## config.mk

```make
export PLATFORM = sky130hd
export DESIGN_NAME = hex_digit_scanner_flat
export DESIGN_NICKNAME = d
export VERILOG_FILES = /design/src/rtl/hex_digit_scanner_if.sv /design/src/rtl/hex_digit_scanner.sv /design/src/flat_wrapper.sv
export SDC_FILE = /design/constraint.sdc
export NUM_CORES = 1
export LEC_CHECK = 0
export BUFFER_PORTS_ARGS = -buffer_cell sky130_fd_sc_hd__buf_4
export CAP_MARGIN = 20
export CORE_MARGIN = 10
export CORE_UTILIZATION = 61
export DETAILED_ROUTE_END_ITERATION = 6
export GPL_TIMING_DRIVEN = 1
export PLACE_DENSITY = 0.83
export SYNTH_ARGS = -nofsm -noshare
export SYNTH_HDL_FRONTEND = slang
export SYNTH_SLANG_ARGS = --single-unit
export TNS_END_PERCENT = 5
```

## constraint.sdc

```tcl
create_clock -name clk -period 4.7 [get_ports clk]
set_input_delay 0.705 -clock clk [delete_from_list [all_inputs] [get_ports clk]]
set_output_delay 0.705 -clock clk [all_outputs]
set_load 0.01 [all_outputs]
```

## src/rtl/hex_digit_scanner_if.sv

```systemverilog
// Purpose : load handshake and scan outputs of the hex digit scanner.
// Ports   : load_valid/load_value/load_ready form the load handshake;
//           hex_number/digit_enable/digit_blank/frame_done drive the display.
// The scanner uses the slave modport; the producer/display side uses master.
interface hex_digit_scanner_if #(
    parameter int NUM_DIGITS = 4
);
    logic                      load_valid;
    logic [4*NUM_DIGITS-1:0]   load_value;
    logic                      load_ready;
    logic [3:0]                hex_number;
    logic [NUM_DIGITS-1:0]     digit_enable;
    logic                      digit_blank;
    logic                      frame_done;

    modport master (
        output load_valid,
        output load_value,
        input  load_ready,
        input  hex_number,
        input  digit_enable,
        input  digit_blank,
        input  frame_done
    );

    modport slave (
        input  load_valid,
        input  load_value,
        output load_ready,
        output hex_number,
        output digit_enable,
        output digit_blank,
        output frame_done
    );
endinterface

```

## src/rtl/hex_digit_scanner.sv

```systemverilog
// Purpose     : time-multiplexed N-digit hex scanner feeding one 7-segment decoder.
// Latency     : a load shows from the next frame boundary (worst case rest of frame + one frame).
// Backpressure: load_ready low while a value waits in pending; it frees at the committing boundary.
//
// Ports: clk, reset (async, active-high), bus (hex_digit_scanner_if.slave):
//   load_valid/load_value/load_ready - value handshake, nibble 0 is rightmost digit
//   hex_number/digit_enable          - registered nibble and one-hot digit select
//   digit_blank                      - registered "segments off" request for this digit
//   frame_done                       - one-cycle pulse after each frame wrap
// Option: define HEX_SCANNER_LEADING_ZERO_BLANK_EN to blank leading zero digits.
// The interface's NUM_DIGITS must equal this module's NUM_DIGITS.
module hex_digit_scanner #(
    parameter int NUM_DIGITS = 4,
    parameter int SCAN_DIV   = 50000
) (
    input  logic                    clk,
    input  logic                    reset,
    hex_digit_scanner_if.slave      bus
);
    localparam int DIV_W = $clog2(SCAN_DIV);
    localparam int IDX_W = $clog2(NUM_DIGITS);
    localparam int VAL_W = 4 * NUM_DIGITS;

    localparam logic [DIV_W-1:0] DIV_LAST = DIV_W'(SCAN_DIV - 1);
    localparam logic [IDX_W-1:0] IDX_LAST = IDX_W'(NUM_DIGITS - 1);

    logic [DIV_W-1:0]      div_cnt;
    logic [IDX_W-1:0]      idx;
    logic [VAL_W-1:0]      active;
    logic [VAL_W-1:0]      pending;
    logic                  pending_full;

    logic [3:0]            hex_q;
    logic [NUM_DIGITS-1:0] enable_q;
    logic                  blank_q;
    logic                  frame_done_q;

    logic                  digit_adv;
    logic                  frame_edge;
    logic                  accept;
    logic [IDX_W-1:0]      idx_nxt;
    logic [VAL_W-1:0]      active_nxt;
    logic                  blank_nxt;

    assign digit_adv  = (div_cnt == DIV_LAST);
    assign frame_edge = digit_adv && (idx == IDX_LAST);
    // Ready comes straight from the flag register, so there is no path from load_valid.
    assign accept     = bus.load_valid && !pending_full;

    // Display outputs are registered from the post-edge digit and value so they
    // all switch together on the edge where the digit advances.
    always_comb begin
        idx_nxt = idx;
        if (digit_adv) begin
            idx_nxt = (idx == IDX_LAST) ? '0 : idx + IDX_W'(1);
        end
        active_nxt = active;
        if (frame_edge && pending_full) begin
            active_nxt = pending;
        end
    end

`ifdef HEX_SCANNER_LEADING_ZERO_BLANK_EN
    // Blank digit i (i >= 1) when it and every more significant nibble are zero.
    always_comb begin
        blank_nxt = (idx_nxt != '0);
        for (int i = 0; i < NUM_DIGITS; i++) begin
            if ((IDX_W'(i) >= idx_nxt) && (active_nxt[4*i +: 4] != 4'h0)) begin
                blank_nxt = 1'b0;
            end
        end
    end
`else
    always_comb begin
        blank_nxt = 1'b0;
    end
`endif

    always_ff @(posedge clk or posedge reset) begin
        if (reset) begin
            div_cnt      <= '0;
            idx          <= '0;
            active       <= '0;
            pending      <= '0;
            pending_full <= 1'b0;
            hex_q        <= 4'h0;
            enable_q     <= NUM_DIGITS'(1);
            blank_q      <= 1'b0;
            frame_done_q <= 1'b0;
        end else begin
            div_cnt <= digit_adv ? '0 : div_cnt + DIV_W'(1);
            idx     <= idx_nxt;
            active  <= active_nxt;

            // Accept needs pending empty, so it can never coincide with a commit.
            if (accept) begin
                pending      <= bus.load_value;
                pending_full <= 1'b1;
            end else if (frame_edge) begin
                pending_full <= 1'b0;
            end

            hex_q        <= active_nxt[{idx_nxt, 2'b00} +: 4];
            enable_q     <= NUM_DIGITS'(1) << idx_nxt;
            blank_q      <= blank_nxt;
            frame_done_q <= frame_edge;
        end
    end

    assign bus.load_ready   = !pending_full;
    assign bus.hex_number   = hex_q;
    assign bus.digit_enable = enable_q;
    assign bus.digit_blank  = blank_q;
    assign bus.frame_done   = frame_done_q;

endmodule

```

## src/flat_wrapper.sv

```systemverilog
// flat-port wrapper written by rule: the top's interface ports become plain ports
module hex_digit_scanner_flat 
#(
    parameter int NUM_DIGITS = 4,
    parameter int SCAN_DIV   = 50000
)
  (clk, reset, bus_load_valid, bus_load_value, bus_load_ready, bus_hex_number, bus_digit_enable, bus_digit_blank, bus_frame_done);
  hex_digit_scanner_if #(.NUM_DIGITS(NUM_DIGITS)) bus_i ();
  input  logic clk;
  input  logic reset;
  input wire logic [$bits(bus_i.load_valid)-1:0] bus_load_valid;
  input wire logic [$bits(bus_i.load_value)-1:0] bus_load_value;
  output wire logic [$bits(bus_i.load_ready)-1:0] bus_load_ready;
  output wire logic [$bits(bus_i.hex_number)-1:0] bus_hex_number;
  output wire logic [$bits(bus_i.digit_enable)-1:0] bus_digit_enable;
  output wire logic [$bits(bus_i.digit_blank)-1:0] bus_digit_blank;
  output wire logic [$bits(bus_i.frame_done)-1:0] bus_frame_done;
  assign bus_i.load_valid = bus_load_valid;
  assign bus_i.load_value = bus_load_value;
  assign bus_load_ready = bus_i.load_ready;
  assign bus_hex_number = bus_i.hex_number;
  assign bus_digit_enable = bus_i.digit_enable;
  assign bus_digit_blank = bus_i.digit_blank;
  assign bus_frame_done = bus_i.frame_done;
  hex_digit_scanner #(.NUM_DIGITS(NUM_DIGITS), .SCAN_DIV(SCAN_DIV)) u_core (.clk(clk), .reset(reset), .bus(bus_i));
endmodule
```

==> results.sh <==
export IMPL_status="finished, final reports clean"
export IMPL_finClkSkew_ns=0.00797
export IMPL_synth_common_cells="dfrtp_1, mux2_2, nor2_1"
export IMPL_ys_async_sr_fraction_pct=100
export IMPL_place_hpwl_um=3270
export IMPL_clock_fmax_mhz=295
export IMPL_syn_area_per_cell_sq_um=14.2
export IMPL_r2r_start="u_core.div_cnt[11]"
export IMPL_drc=0
export IMPL_synthToLayoutAreaGrowth_pct=16.9
export IMPL_num_rows=23
export IMPL_end_kind="register"
export IMPL_synthCells=180
export IMPL_ff_latch_area_sq_um=1500
export IMPL_cts_buffer_depth=2
export IMPL_port_buffers=28
export IMPL_h_tree_depth=3
export IMPL_worstSetupStartpointType="register"
export IMPL_gp_congestion=0.769
export IMPL_die_y_um=84.7
export IMPL_synth_top_area_share_pct=57.9
export IMPL_hp_class="in2async"
export IMPL_ir_drop_mv=0.252
export IMPL_power_leakage_nw=1.46
export IMPL_synth_nets=201
export IMPL_synth_cell_types=31
export IMPL_max_stage_delay_ns=0.66
export IMPL_synth_area_leaders="dfrtp_1, mux2_2, mux4_2"
export IMPL_cp_required_ns=4.92
export IMPL_synth_edf_count=0
export IMPL_antenna_cells=0
export IMPL_antenna_found_initial=0
export IMPL_ant_nets=0
export IMPL_cp_arrival_ns=3.61
export IMPL_crit_chain="or4_4 -> nor4_4 -> mux2i_1 -> buf_4 -> mux4_2 -> mux2_2"
export IMPL_worstSkewPairLatency_ns=0.33
export IMPL_ys_ff_latch=60
export IMPL_fin_tns_setup_ns=0
export IMPL_cts_tree="yes"
export IMPL_rr_worst_depth=6
export IMPL_crit_path_max_fanout=13
export IMPL_dp_slack_ns=1.31
export IMPL_grt_pass1_vias=1670
export IMPL_finalHoldViolCount=0
export IMPL_cts_made_buffers=9
export IMPL_grt_pass1_wl_um=8010
export IMPL_avgRoutedWirePerCell_um=17.5
export IMPL_max_slew_margin_pct=52.9
export IMPL_final_nets=236
export IMPL_total_power_mw=0.986
export IMPL_setup_violations=0
export IMPL_timing_final_crit_share_pct=72.0
export IMPL_grt_util_all_layers_pct=14.0
export IMPL_vias_per_cell=5.72
export IMPL_powerDensity_nw_per_um2=331
export IMPL_die_w_um=84.7
export IMPL_io_pins=30
export IMPL_drt_pass1_iter_count=4
export IMPL_multi_input_area_sq_um=988
export IMPL_ff2ff_setup_slack_ns=1.32
export IMPL_initialDrtViolationCount=92
export IMPL_nFillCells=241
export IMPL_max_cap_viol_count=0
export IMPL_worst_pin_slew_ns=0.702
export IMPL_grt_max_degree=39
export IMPL_rsz0062_at_grt="false"
export IMPL_drive_gt1_share_pct=42.0
export IMPL_clkSinkCount=60
export IMPL_r2r_end="u_core.bus.hex_number[2]"
export IMPL_start_util_pct=63.3
export IMPL_fin_crit_ns=3.38
export IMPL_cts_setup_buffers=0
export IMPL_synth_flop_cell="dfrtp_1"
export IMPL_cts_root_buf="clkbuf_8"
export IMPL_yosys_warnings=0
export IMPL_synth_top_area_cell="dfrtp_1"
export IMPL_grt_overflow=0
export IMPL_setup_ws_ns=1.32
export IMPL_path_class="reg2reg"
export IMPL_wirelength_um=4720
export IMPL_core_area_sq_um=4030
export IMPL_slowest_stage="nor4_4"
export IMPL_cts_resized_gates=0
export IMPL_synth_most_common_cell="dfrtp_1"
export IMPL_die_area_sq_um=7170
export IMPL_slew_violations=0
export IMPL_vias=1538
export IMPL_clk_pin_slew_ns=0.06
export IMPL_ys_seq_area_share_pct=58.9
export IMPL_syn_area_sq_um=2550
export IMPL_ctsHoldBuffers=0
-- logic make-up (layout without fill, tap and decap cells) --
family          after synthesis  in the layout  synth area share, %
flops                        60             60                 58.9
mux                          46             46                 23.7
simple gates                 43             43                 9.02
xor+xnor                     13             13                 4.46
buf+inv                      13             52                 2.35
fa+ha+maj                     2              2                0.981
compound gates                2              2                0.392
other cells                   1              1                0.147
-- power by group --
| group | switching (mW) | internal (mW) |
|---|---|---|
| logic | 0.0160 | 0.0234 |
| registers | 0.0131 | 0.533 |
| clock network | 0.185 | 0.216 |
-- worst max-delay path by stage --
stage,from,depth (start not counted),endpoint
after global routing,u_core.div_cnt[11],6,u_core.bus.hex_number[1]
after CTS,u_core.div_cnt[11],6,u_core.bus.hex_number[2]
after global placement,u_core.div_cnt[11],6,u_core.bus.hex_number[0]
after detailed placement,u_core.div_cnt[10],6,u_core.bus.hex_number[2]
after floorplan,u_core.div_cnt[11],6,u_core.bus.hex_number[0]
final,u_core.div_cnt[11],6,u_core.bus.hex_number[2]
-- layout make-up --
type | count | area share (%)
Timing Repair Buffer | 32 | 8.06
Multi-Input combinational cell | 107 | 33.2
Sequential cell | 60 | 50.4
Tap cell | 50 | 2.10
Inverter | 5 | 0.629
Clock buffer | 13 | 5.33
Clock inverter | 2 | 0.336
-- flip-flops by register name (all words and copies together) (netlist names) --
register                 flops
u_core.bus.hex_number        4
u_core.idx                   2
u_core.bus.frame_done        1
u_core.pending              16
u_core.bus.digit_enable      4
u_core.pending_full          1
u_core.active               16
u_core.div_cnt              16
-- layout by cell type, fill, tap and decap left out, types with 4 or more instances in the layout --
cell | synthesis | routed
nor2_1 | 18 | 18
nand2_1 | 4 | 4
mux2_2 | 34 | 34
clkbuf_8 | 0 | 11
dfrtp_1 | 59 | 59
buf_4 | 2 | 32
xor2_1 | 8 | 8
mux4_2 | 8 | 8
xnor2_1 | 5 | 5
nand3_1 | 7 | 7
-- stage by stage --
| stage | hold WS (ns) | instances | area (sq um) | utilization, % |
|---|---|---|---|---|
| 2_1_floorplan | 0.453 | 180 | 2550 | - |
| 3_3_place_gp | 0.471 | 254 | 2810 | 69.8 |
| 3_5_place_dp | 0.482 | 254 | 2810 | 69.8 |
| 4_1_cts | 0.392 | 269 | 2980 | 74.0 |
| 5_1_grt | 0.411 | 269 | 2980 | 74.0 |
| 6_report | 0.382 | 269 | 2980 | 74.0 |
-- metal layers --
metal  vias to the layer above  GRT usage (%)  part of all wire, %
met5                         -              0                    0
met4                         0           7.19                  2.5
met3                        12           4.73                  4.6
met2                        45           23.3                   50
met1                       782           15.6                   43
li1                        699              -                    -
-- worst max-delay path: cells and delay by family (launching register included) --
family        cells  cell delay, ns
flops             1            0.43
buf+inv           1            0.29
simple gates      2            1.21
mux               3            1.35
Note: power is estimated with default switching activity, not from simulation.
